[config.mk]
export PLATFORM = sky130hd
export DESIGN_NAME = eae_seq_unit
export DESIGN_NICKNAME = d
export VERILOG_FILES = /design/src/rtl/eae_seq_unit.sv
export SDC_FILE = /design/constraint.sdc
export NUM_CORES = 1
export LEC_CHECK = 0
export BUFFER_PORTS_ARGS = -buffer_cell sky130_fd_sc_hd__buf_4
export CORE_UTILIZATION = 64
export DETAILED_ROUTE_END_ITERATION = 16
export PLACE_DENSITY = 0.92
export SKIP_LAST_GASP = 1
export SLEW_MARGIN = 30
export SYNTH_ARGS = -nofsm -noshare
export SYNTH_HDL_FRONTEND = slang
export SYNTH_SLANG_ARGS = --single-unit
[constraint.sdc]
create_clock -name clock -period 8.95 [get_ports clock]
set_input_delay 2.2375 -clock clock [delete_from_list [all_inputs] [get_ports clock]]
set_output_delay 2.2375 -clock clock [all_outputs]
set_load 0.01 [all_outputs]
[src/rtl/eae_seq_unit.sv]
// Multi-cycle PDP-8 Extended Arithmetic Element: MUL, DVI, NMI, SHL, ASR and LSR
// on the {AC,MQ} pair, one bit per clock, with a start/done handshake.
module eae_seq_unit #(
    parameter int WIDTH    = 12,
    parameter int SC_WIDTH = 5
) (
    input  logic                clock,
    input  logic                reset,
    input  logic                start,
    input  logic [2:0]          op,
    input  logic [WIDTH-1:0]    ac_in,
    input  logic [WIDTH-1:0]    mq_in,
    input  logic                link_in,
    input  logic [WIDTH-1:0]    operand,
    output logic                busy,
    output logic                done,
    output logic [WIDTH-1:0]    ac_out,
    output logic [WIDTH-1:0]    mq_out,
    output logic                link_out,
    output logic [SC_WIDTH-1:0] sc_out
);

    // Step counter must hold both WIDTH (MUL/DVI) and the largest shift count.
    localparam int CNT_W = (SC_WIDTH > $clog2(WIDTH + 1)) ? SC_WIDTH : $clog2(WIDTH + 1);
    localparam logic [CNT_W-1:0]    CNT_ONE = CNT_W'(1);
    localparam logic [SC_WIDTH-1:0] SC_ONE  = SC_WIDTH'(1);

    localparam logic [2:0] OP_MUL = 3'd1;
    localparam logic [2:0] OP_DVI = 3'd2;
    localparam logic [2:0] OP_NMI = 3'd3;
    localparam logic [2:0] OP_SHL = 3'd4;
    localparam logic [2:0] OP_ASR = 3'd5;
    localparam logic [2:0] OP_LSR = 3'd6;

    typedef enum logic [1:0] {IDLE, RUN, DONE} state_t;

    state_t              state_reg, state_next;
    logic [2:0]          op_reg, op_next;
    logic [WIDTH-1:0]    opd_reg, opd_next;
    logic [WIDTH-1:0]    ac_reg, ac_next;
    logic [WIDTH-1:0]    mq_reg, mq_next;
    logic                link_reg, link_next;
    logic                sign_reg, sign_next;
    logic [CNT_W-1:0]    cnt_reg, cnt_next;
    logic [SC_WIDTH-1:0] sc_reg, sc_next;

    logic                last;
    logic                nmi_stop_now;
    logic                is_shift;
    logic [CNT_W-1:0]    shift_cnt;
    logic [WIDTH:0]      mul_sum;
    logic [WIDTH:0]      div_rem;
    logic                div_q;

    assign nmi_stop_now = (ac_reg[WIDTH-1] != ac_reg[WIDTH-2]) ||
                          ({ac_reg[WIDTH-3:0], mq_reg} == '0);
    assign is_shift     = (op == OP_SHL) || (op == OP_ASR) || (op == OP_LSR);
    assign shift_cnt    = CNT_W'(operand[SC_WIDTH-1:0]);

    assign busy = (state_reg == RUN);
    assign done = (state_reg == DONE);

    always_comb begin
        state_next = state_reg;
        op_next    = op_reg;
        opd_next   = opd_reg;
        ac_next    = ac_reg;
        mq_next    = mq_reg;
        link_next  = link_reg;
        sign_next  = sign_reg;
        cnt_next   = cnt_reg;
        sc_next    = sc_reg;
        last       = 1'b0;
        mul_sum    = '0;
        div_rem    = '0;
        div_q      = 1'b0;

        case (state_reg)
            RUN: begin
                if (op_reg == OP_NMI) begin
                    // Stop test before each shift; re-test the shifted value so the
                    // final shift and the completion share one edge.
                    if (nmi_stop_now) begin
                        last = 1'b1;
                    end else begin
                        {ac_next, mq_next} = {ac_reg[WIDTH-2:0], mq_reg, 1'b0};
                        sc_next = sc_reg + SC_ONE;
                        last = (ac_next[WIDTH-1] != ac_next[WIDTH-2]) ||
                               ({ac_next[WIDTH-3:0], mq_next} == '0);
                    end
                end else if (cnt_reg == '0) begin
                    last = 1'b1;
                end else begin
                    cnt_next = cnt_reg - CNT_ONE;
                    last     = (cnt_reg == CNT_ONE);
                    case (op_reg)
                        OP_MUL: begin
                            mul_sum = {1'b0, ac_reg} + (mq_reg[0] ? {1'b0, opd_reg} : '0);
                            ac_next = mul_sum[WIDTH:1];
                            mq_next = {mul_sum[0], mq_reg[WIDTH-1:1]};
                        end
                        OP_DVI: begin
                            div_rem = {ac_reg, mq_reg[WIDTH-1]};
                            if (div_rem >= {1'b0, opd_reg}) begin
                                div_rem = div_rem - {1'b0, opd_reg};
                                div_q   = 1'b1;
                            end
                            ac_next = div_rem[WIDTH-1:0];
                            mq_next = {mq_reg[WIDTH-2:0], div_q};
                        end
                        OP_SHL: begin
                            link_next = ac_reg[WIDTH-1];
                            {ac_next, mq_next} = {ac_reg[WIDTH-2:0], mq_reg, 1'b0};
                        end
                        OP_ASR: {ac_next, mq_next} = {sign_reg, ac_reg, mq_reg[WIDTH-1:1]};
                        OP_LSR: {ac_next, mq_next} = {1'b0, ac_reg, mq_reg[WIDTH-1:1]};
                        default: ;
                    endcase
                end
                if (last) state_next = DONE;
            end
            default: begin
                if (state_reg == DONE) state_next = IDLE;
                if (start) begin
                    state_next = RUN;
                    op_next    = op;
                    opd_next   = operand;
                    ac_next    = ac_in;
                    mq_next    = mq_in;
                    sign_next  = ac_in[WIDTH-1];
                    sc_next    = '0;
                    cnt_next   = '0;
                    link_next  = link_in;
                    if (op == OP_MUL) begin
                        cnt_next  = CNT_W'(WIDTH);
                        link_next = 1'b0;
                    end else if (op == OP_DVI) begin
                        // Overflow (including divide by zero) completes with zero steps.
                        link_next = (ac_in >= operand);
                        cnt_next  = (ac_in >= operand) ? '0 : CNT_W'(WIDTH);
                    end else if (is_shift && shift_cnt != '0) begin
                        cnt_next  = shift_cnt;
                        link_next = (op == OP_ASR) ? ac_in[WIDTH-1] : 1'b0;
                    end
                end
            end
        endcase
    end

    always_ff @(posedge clock) begin
        if (reset) begin
            state_reg <= IDLE;
            op_reg    <= '0;
            opd_reg   <= '0;
            ac_reg    <= '0;
            mq_reg    <= '0;
            link_reg  <= 1'b0;
            sign_reg  <= 1'b0;
            cnt_reg   <= '0;
            sc_reg    <= '0;
            ac_out    <= '0;
            mq_out    <= '0;
            link_out  <= 1'b0;
            sc_out    <= '0;
        end else begin
            state_reg <= state_next;
            op_reg    <= op_next;
            opd_reg   <= opd_next;
            ac_reg    <= ac_next;
            mq_reg    <= mq_next;
            link_reg  <= link_next;
            sign_reg  <= sign_next;
            cnt_reg   <= cnt_next;
            sc_reg    <= sc_next;
            if (state_reg == RUN && last) begin
                ac_out   <= ac_next;
                mq_out   <= mq_next;
                link_out <= link_next;
                sc_out   <= (op_reg == OP_NMI) ? sc_next : '0;
            end
        end
    end

endmodule

==> reports/results.ini <==
[worst_setup_path]
critPathKind = in -> reg
crit_path_end_kind = flip-flop
cp-start-kind = input pin
cp.arrival_ns = 4.39
critical_path.max_stage_delay_ns = 0.44
cpMaxStageDelayCell = nor4bb_1
cp.required_ns = 9.22
crit_family = compound AO/OA/AOI/OAI gates
crit_chain = buf_4 -> inv_1 -> ha_1 -> nand2b_1 -> a21o_1 -> a21oi_1 -> o21ai_0 -> o21ai_0 -> a21oi_1 -> nor4bb_1 -> o31ai_1 -> a221oi_1
crit_buf_inv = 2
critPathMaxFanout = 3

[sta]
setup_ws_ns = 4.83
fin_crit_ns = 4.12
finalSetupViolCount = 0
rsz0062_at_grt = no
tightestPinTransition_ns = 0.959
finClkSkew_ns = 0.0110
holdWs_ns = 0.457
fmax_ghz = 0.242
report.final.slew_viol_count = 0
tns_ns = 0
finalHoldViolations = 0
finalCritPeriodShare = 0.461
slew_headroom = 0.360

[yosys]
synth_cells = 907
synth_area_um2 = 6730
synth_top_family_by_area = compound AO/OA/AOI/OAI gates
synth_edf_count = 0
synth_seq_cells = 83
synthAdderAreaFrac = 0.0785
yosys-mux-area-fraction = 0.0551
synth_compound_area_frac = 0.291
synthSimpleGateAreaFrac = 0.236
synthesis.nets = 991
syn_avg_cell_area_um2 = 7.42
seq_area_frac_synth = 0.247
synth-xor-area-share = 0.0259
ys_async_sr_fraction = 0
synthFlopType = dfxtp_1
yosysWarnings = 0
synth.distinct_cells = 73

[clock_tree]
clk_pin_slew_ns = 0.08
cts_tree = built
cts_sinks = 83
cts-root-buf = clkbuf_8
cts_max_path_buffers = 2
clk_latency_ns = 0.37
cts_resized = 0
cts_setup_buffers = 0
h-tree-depth = 3
numCtsBuffers = 9
cts-hold-fix-buffers = 0

[floorplanning]
die-area_um2 = 10900
row_count = 37
ioPinCount = 75
initial_core_util = 0.654
die_h_um = 105
die_x_um = 105
coreArea_um2 = 10300

[final_layout]
register_area_um2 = 1660
layout_common_cells = 106 x nand2_1, 84 x a21oi_1, 83 x dfxtp_1, 82 x buf_4, 77 x nor2_1
num_antenna_cells = 0
area_delta_synth_final_pct = 10.6
multi_input_area_um2 = 4620
drive_above_1_share = 0.135
final.fill_count = 848
layout_commonest_cell = nand2_1
fin_nets = 1017

[global_route]
use_met3 = 0.102
antenna_found_initial = 0
grtUsageMet2 = 0.598
grt_util_all_layers = 0.390
grt_max_degree = 87
grt.met1_usage = 0.505
busiest_layer = met2
grt_pass1_wl_um = 33900
grt_pass1_vias = 6674
grt_overflow_total = 0

[route]
vias = 7282
firstDrtPassIters = 6
detail-route-antenna-nets = 0
drcViolationCount = 0
drtIter0Drc = 855
wl_per_cell_um = 19.9
routed_wl_um = 21300
routed_via_density = 6.78

[place]
gp_congestion = 1.00
hpwlAfterDp_um = 14700
port_buffers = 74
preCtsSetupSlack_ns = 4.49

[run_status]
outcome = completed

[pwr]
power_per_cell_area_nw_per_um2 = 184
power_leakage_nw = 3.08
ir_worst_vdd_mv = 0.149

[flow_run]
drv_cap = 0

[worst_hold_path]
hp-class = reg -> reg

[final cells by class]
cell class | instances | area share
multi-input combinational | 717 | 0.622
clock buffer | 10 | 0.0172
tap | 136 | 0.0229
sequential | 83 | 0.223
clock inverter | 6 | 0.0119
inverter | 40 | 0.0202
timing repair buffer | 82 | 0.0828
[logic make-up (layout without fill, tap and decap cells)]
family          count (synthesis)  after routing
compound gates                301            301
xor+xnor                       19             19
fa+ha+maj                      41             41
buf+inv                       107            138
flops                          83             83
mux                            36             36
simple gates                  320            320
[worst paths after layout]
kind / slack (ns) / from / end / depth (start not counted)
hold reg to reg: 0.46 / sc_out[2] / sc_out[2] / 2
setup reg to reg: 5.26 / mq_reg[11] / ac_out[10] / 13
setup / recovery: 4.83 / ac_in[0] / cnt_reg[2] / 12
hold / removal: 0.46 / sc_out[2] / sc_out[2] / 2
[synth_stat cells (all sizes together) (7+ instances only)]
cell    instances  area [µm²]
nand2         106         398
a21oi          85         429
dfxtp          83        1660
nor2           78         295
o21ai          78         405
clkbuf         43         161
inv            40         150
ha             39         488
mux2i          28         280
buf            24         136
nand3          24         125
and2           18         115
a211oi         17         128
a21o           16         120
nand3b         16         120
nand2b         15        93.8
nor3           14        81.3
and3           13        81.3
o31ai          13         116
a22oi          11        82.6
o211ai         11        87.6
o22ai          10        62.6
xor2           10        87.6
o21a            9        67.6
xnor2           9        86.3
a221oi          8        70.1
mux2            8        90.1
nand4           7        43.8
nor2b           7        43.8
or3             7        43.8
[stage by stage]
stage               cells  area, µm²  utilization  total power (W)
floorplan             907       6730            -         0.000883
global placement     1058       7210        0.702          0.00103
finish               1074       7440        0.724          0.00137
global route         1074       7440        0.724          0.00143
detailed placement   1058       7220        0.702          0.00104
CTS                  1074       7430        0.723          0.00134
[where the power goes]
group / switching [W] / leakage (nW) / internal, W
Clock: 0.000143 / 0.103 / 0.000158
Combinational: 0.000363 / 2.29 / 0.000232
Sequential: 0.0000666 / 0.679 / 0.000405
Total: 0.000573 / 3.08 / 0.000795
[worst reg2reg max path: stages (launching register included)]
cell      delay (ns)
dfxtp_1         0.39
inv_1           0.21
ha_1            0.21
inv_1           0.05
fa_1            0.43
a211oi_1        0.29
o21ai_0         0.19
a21o_1          0.24
a311oi_1        0.41
xnor2_1         0.12
mux2i_1         0.21
o221ai_1        0.14
o21ai_0         0.47
o21ai_0         0.17
[metal layers]
layer | vias to the layer above | wire length (µm)
met5 | - | 0
met4 | 0 | 869
met1 | 3349 | 8330
li1 | 3330 | -
met2 | 508 | 9480
met3 | 95 | 2660
No activity file was read; power rests on OpenSTA's default activity.
